File: src/rtl/rtc24_to_12_clock.sv
// Running time-of-day clock with a 24-hour register core and 12-hour presentation.
// The prescaler divides enabled clocks down to one-second advances, and a
// synchronous load replaces the time when its fields are in range.
//
// Load interface: `load` is a single-cycle request with no ready/back-pressure.
// The request is consumed on the same rising edge that samples it. Its outcome
// is visible in the following cycle:
//   - accepted: the new time is shown with load_err=0;
//   - rejected: load_err=1 and the time is unchanged.
// A load always wins over a tick that would have happened on the same edge.
module rtc24_to_12_clock #(
  parameter int unsigned SEC_DIV = 10
) (
  input  logic       clk,
  input  logic       rst_n,
  input  logic       run,
  input  logic       load,
  input  logic [4:0] ld_h24,
  input  logic [5:0] ld_m,
  input  logic [5:0] ld_s,
  output logic [3:0] h12,
  output logic       pm,
  output logic [5:0] m,
  output logic [5:0] s,
  output logic       sec_pulse,
  output logic       load_err
);

  // Terminal prescaler count; SEC_DIV is limited to 16 bits.
  localparam logic [15:0] PRESC_LAST = 16'(SEC_DIV - 1);

  // Registered state.
  logic [4:0]  h_q;
  logic [5:0]  m_q;
  logic [5:0]  s_q;
  logic [15:0] presc_q;
  logic        sec_pulse_q;
  logic        load_err_q;

  // Combinational helpers.
  logic        load_valid;
  logic        presc_wrap;
  logic [4:0]  h_inc;
  logic [5:0]  m_inc;
  logic [5:0]  s_inc;

  // A load is accepted only when every field lies inside its time-of-day range,
  // so the registers can never hold an illegal time.
  assign load_valid = (ld_h24 <= 5'd23) && (ld_m <= 6'd59) && (ld_s <= 6'd59);

  // The prescaler sits on its last count: the next enabled edge advances time.
  assign presc_wrap = (presc_q == PRESC_LAST);

  // One-second advance with the seconds -> minutes -> hours carry chain.
  always_comb begin
    s_inc = s_q;
    m_inc = m_q;
    h_inc = h_q;
    if (s_q == 6'd59) begin
      s_inc = 6'd0;
      if (m_q == 6'd59) begin
        m_inc = 6'd0;
        if (h_q == 5'd23) begin
          h_inc = 5'd0;
        end else begin
          h_inc = h_q + 5'd1;
        end
      end else begin
        m_inc = m_q + 6'd1;
      end
    end else begin
      s_inc = s_q + 6'd1;
    end
  end

  // Time, prescaler and status pulses; load beats tick, tick beats hold.
  always_ff @(posedge clk or negedge rst_n) begin
    if (!rst_n) begin
      h_q         <= 5'd0;
      m_q         <= 6'd0;
      s_q         <= 6'd0;
      presc_q     <= 16'd0;
      sec_pulse_q <= 1'b0;
      load_err_q  <= 1'b0;
    end else if (load) begin
      // The would-be tick on this edge is dropped and no second pulse is raised.
      sec_pulse_q <= 1'b0;
      if (load_valid) begin
        h_q        <= ld_h24;
        m_q        <= ld_m;
        s_q        <= ld_s;
        presc_q    <= 16'd0;
        load_err_q <= 1'b0;
      end else begin
        // Rejected: time and prescaler keep their values.
        load_err_q <= 1'b1;
      end
    end else if (run) begin
      load_err_q <= 1'b0;
      if (presc_wrap) begin
        presc_q     <= 16'd0;
        h_q         <= h_inc;
        m_q         <= m_inc;
        s_q         <= s_inc;
        sec_pulse_q <= 1'b1;
      end else begin
        presc_q     <= presc_q + 16'd1;
        sec_pulse_q <= 1'b0;
      end
    end else begin
      // Frozen: prescaler and time hold, pulses drop.
      sec_pulse_q <= 1'b0;
      load_err_q  <= 1'b0;
    end
  end

  // 24-hour to 12-hour decode straight from the registers (no added latency).
  always_comb begin
    h12 = 4'd12;
    pm  = 1'b0;
    if (h_q == 5'd0) begin
      h12 = 4'd12;
      pm  = 1'b0;
    end else if (h_q < 5'd12) begin
      h12 = h_q[3:0];
      pm  = 1'b0;
    end else if (h_q == 5'd12) begin
      h12 = 4'd12;
      pm  = 1'b1;
    end else begin
      // h_q is 13..23 here, so the difference is 1..11 and fits in 4 bits.
      h12 = 4'(h_q - 5'd12);
      pm  = 1'b1;
    end
  end

  assign m         = m_q;
  assign s         = s_q;
  assign sec_pulse = sec_pulse_q;
  assign load_err  = load_err_q;

endmodule

File: config.mk
export PLATFORM = sky130hd
export DESIGN_NAME = rtc24_to_12_clock
export DESIGN_NICKNAME = d
export VERILOG_FILES = /design/src/rtl/rtc24_to_12_clock.sv
export SDC_FILE = /design/constraint.sdc
export NUM_CORES = 1
export LEC_CHECK = 0
export BUFFER_PORTS_ARGS = -buffer_cell sky130_fd_sc_hd__clkbuf_2
export CORE_ASPECT_RATIO = 0.5
export CORE_UTILIZATION = 60
export CTS_CLUSTER_DIAMETER = 100
export DETAILED_ROUTE_END_ITERATION = 8
export GPL_TIMING_DRIVEN = 0
export PLACE_DENSITY = 0.85
export SYNTH_ARGS = -nofsm -noshare
export SYNTH_HDL_FRONTEND = slang
export SYNTH_SLANG_ARGS = --single-unit
export TNS_END_PERCENT = 30
File: constraint.sdc
create_clock -name clk -period 2.69 [get_ports clk]
set_input_delay 0.269 -clock clk [delete_from_list [all_inputs] [get_ports clk]]
set_output_delay 0.269 -clock clk [all_outputs]
set_load 0.03 [all_outputs]
==> run_results.csv <==
group,metric,value,unit
pwr,p_int,1.02,mW
floorplan,rows,15,
cells_and_area,antenna_cells,0,
hold_path,hold_class,"primary input to asynchronous set/reset pin",
cts,cts.sinks,35,
global_route,grt_pass1_wl,8320,µm
sta,finalCritPeriodShare,85.0,%
cts,numCtsBuffers,5,
cts,clockRootBuffer,"clkbuf_8",
pwr,leakage,1.15,nW
routing,first_pass_iters,5,
sta,setup_viol,0,
cells_and_area,syn2layout_area_growth,14.9,%
pwr,seqPwrFrac,40.4,%
sta,grt_setup_unrepaired,"false",
cts,cts_tree,"yes",
synthesis,synthesis.area,2190,µm²
pwr,pwr-share-clk,20.0,%
job,maxCapViolCount,0,
place,gp_congestion,0.870,
global_route,grt_pass1_vias,1824,
global_route,grt_use_total,28.6,%
cells_and_area,layout.nets,323,
global_route,grt_max_degree,36,
sta,finalHoldViolCount,0,
global_route,busiest_layer,"met2",
routing,drt_iter0_drc,168,
global_route,antenna_found_initial,0,
cts,clk_pin_slew,0.07,ns
setup_path,crit_path_end_kind,"primary output",
synthesis,async_flop_share,100,%
setup_path,r2r_cells,6,
synthesis,synth_edf_count,0,
routing,vias_per_cell,6.08,
cells_and_area,drive_above_1_share,19.5,%
sta,drv_slew,0,
global_route,gr-total-overflow,0,
sta,worst_pin_slew,0.882,ns
floorplan,io_pins,40,
cts,clk_latency,0.29,ns
place,dp_cells,337,
global_route,grt_use_met1,35.9,%
sta,slew_headroom,41.2,%
pwr,comb_power_share,39.6,%
pwr,p_switching,0.734,mW
global_route,use_met3,5.78,%
global_route,grt_use_met2,50.3,%
setup_path,crit_fanout,9,
setup_path,path_class,"flop to primary output",
pwr,finalPower,1.75,mW
place,port_buffers,38,
synthesis,synth.distinct_cells,45,
routing,drt-total-wl,5260,µm
floorplan,fp.dieW,87.4,µm
pwr,power.density,697,nW/µm²
synthesis,synth_top_area_share,40.1,%
run_status,outcome,"complete, no violations",
sta,finClkSkew,0.00984,ns
cts,cts_buffer_depth,2,
floorplan,initial_core_util,63.3,%
cells_and_area,stdcell_count,343,
floorplan,fp.dieH,44.7,µm
routing,drcViolationCount,0,
setup_path,crit_required,2.42,ns
synthesis,ys_warn_count,0,
floorplan,core-area,3450,µm²
cts,htree_levels,2,
synthesis,synth_area_leaders,"dfrtp_1 40%, o21ai_0 5.7%, ha_1 5.2%, nor2_1 4.6%, xor2_1 3.6%",
setup_path,cp.arrival,2.02,ns
cts,holdBufCountCts,0,
cts,cts_setup_buffers,0,
synthesis,syn_area_per_cell,8.81,µm²
routing,ant_nets,0,
pwr,irDropWorstVdd,0.000321,V
floorplan,dieArea,3900,µm²
synthesis,synth_cells,248,
routing,vias,2086,
synthesis,synth_top_cell_by_area,"dfrtp_1",
cts,cts_resized,0,
place,hpwl,3700,µm
setup_path,startpoint_type,"flop",
synthesis,ys_ff_latch,35,
sta,period_needed,2.29,ns
sta,max_freq,437,MHz
synthesis,synth-main-ff-cell,"dfrtp_1",
synthesis,syn_nets,278,
sta,setup-tns-final,0,ns
synthesis,seq_area_frac_synth,40.1,%
routing,wl_per_cell,15.3,µm
pwr,swShare,41.9,%
final timing paths:
| check | from | end | slack [ns] |
|---|---|---|---|
| max | h_q[2] | h12[2] | 0.40 |
| min | rst_n | h_q[4] | 0.09 |
| max reg2reg | m[0] | h_q[2] | 0.55 |
| min reg2reg | m[1] | m[1] | 0.54 |
| max in group asynchronous | rst_n | presc_q[13] | 2.04 |
| min in group clk | ld_s[2] | s[2] | 0.25 |
power by group through the flow:
stage	clock (mW)	combinational [mW]	sequential (mW)
2_1_floorplan	0	0.420	0.775
3_3_place_gp	0	0.662	0.705
3_5_place_dp	0	0.686	0.713
4_1_cts	0.357	0.691	0.704
5_1_grt	0.381	0.755	0.719
6_report	0.351	0.693	0.707
cell usage in the layout (no fill, tap or decap), types with 3 or more instances in the layout:
master	count
clkbuf_2	38
dfrtp_1	35
nor2_1	27
o21ai_0	25
nand2_1	20
nand3_1	14
a21oi_1	13
nand4_1	10
inv_1	9
xor2_1	9
ha_1	9
a31oi_1	6
nor3b_1	6
mux2i_1	5
nor3_1	5
and3_1	5
clkbuf_8	5
clkbuf_1	4
nor2b_1	4
buf_2	4
nor4_1	3
and4_1	3
o31ai_1	3
stage by stage:
stage / utilization, % / hold WS, ns / worst slack [ns] / instance area [µm²]
2_1_floorplan: - / -0.0266 / 0.878 / 2190
3_3_place_gp: 70.7 / 0.420 / 0.780 / 2440
3_5_place_dp: 70.7 / 0.430 / 0.634 / 2440
4_1_cts: 72.8 / 0.125 / 0.407 / 2510
5_1_grt: 72.8 / 0.171 / 0.330 / 2510
6_report: 72.8 / 0.0883 / 0.403 / 2510
registers in the layout, summed over array words and instances, names as in the netlist:
signal	flops
presc_q	16
h_q	5
sec_pulse	1
s	6
load_err	1
m	6
critical path: stages, from the launching register on:
cell and delay (ns):
dfrtp_1 0.37, clkbuf_1 0.36, inv_1 0.08, ha_1 0.24
a31oi_1 0.15, nor3b_1 0.10, a211o_1 0.24, clkbuf_2 0.18
cell families after synthesis:
group                    after synthesis  synth area share, %
AND/OR/NAND/NOR                      103                 24.7
AO/OA/AOI/OAI                         63                 17.9
flip-flops                            35                 40.1
buffers and inverters                 21                 4.69
XOR/XNOR                              10                 4.01
adder cells (fa/ha/maj)                9                 5.15
multiplexers                           7                 3.49
synthesized netlist by cell type (3+ instances only):
cell	instances
nand2_1	20
mux2i_1	5
o31ai_1	3
and3_1	5
dfrtp_1	35
nor3b_1	6
nor3_1	5
and4_1	3
inv_1	9
a21oi_1	13
nor2b_1	4
xor2_1	9
nand3_1	14
nor4_1	3
o21ai_0	25
ha_1	9
a31oi_1	6
buf_2	4
nor2_1	27
clkbuf_1	3
nand4_1	10
layer usage:
metal	vias to the layer above	wire, µm
met4	0	57
met2	71	2550
li1	984	-
met3	6	263
met1	1025	2390
met5	-	0
area by class of cell:
class | instances | area, µm²
fillers | 256 | 941
clock buffers | 6 | 72.6
repair buffers | 38 | 190
inverters | 9 | 33.8
multi-input cells | 192 | 1210
well taps | 51 | 63.8
flip-flops and latches | 35 | 876
plain buffers | 12 | 68.8
Note: power is estimated with default switching activity, not from simulation.
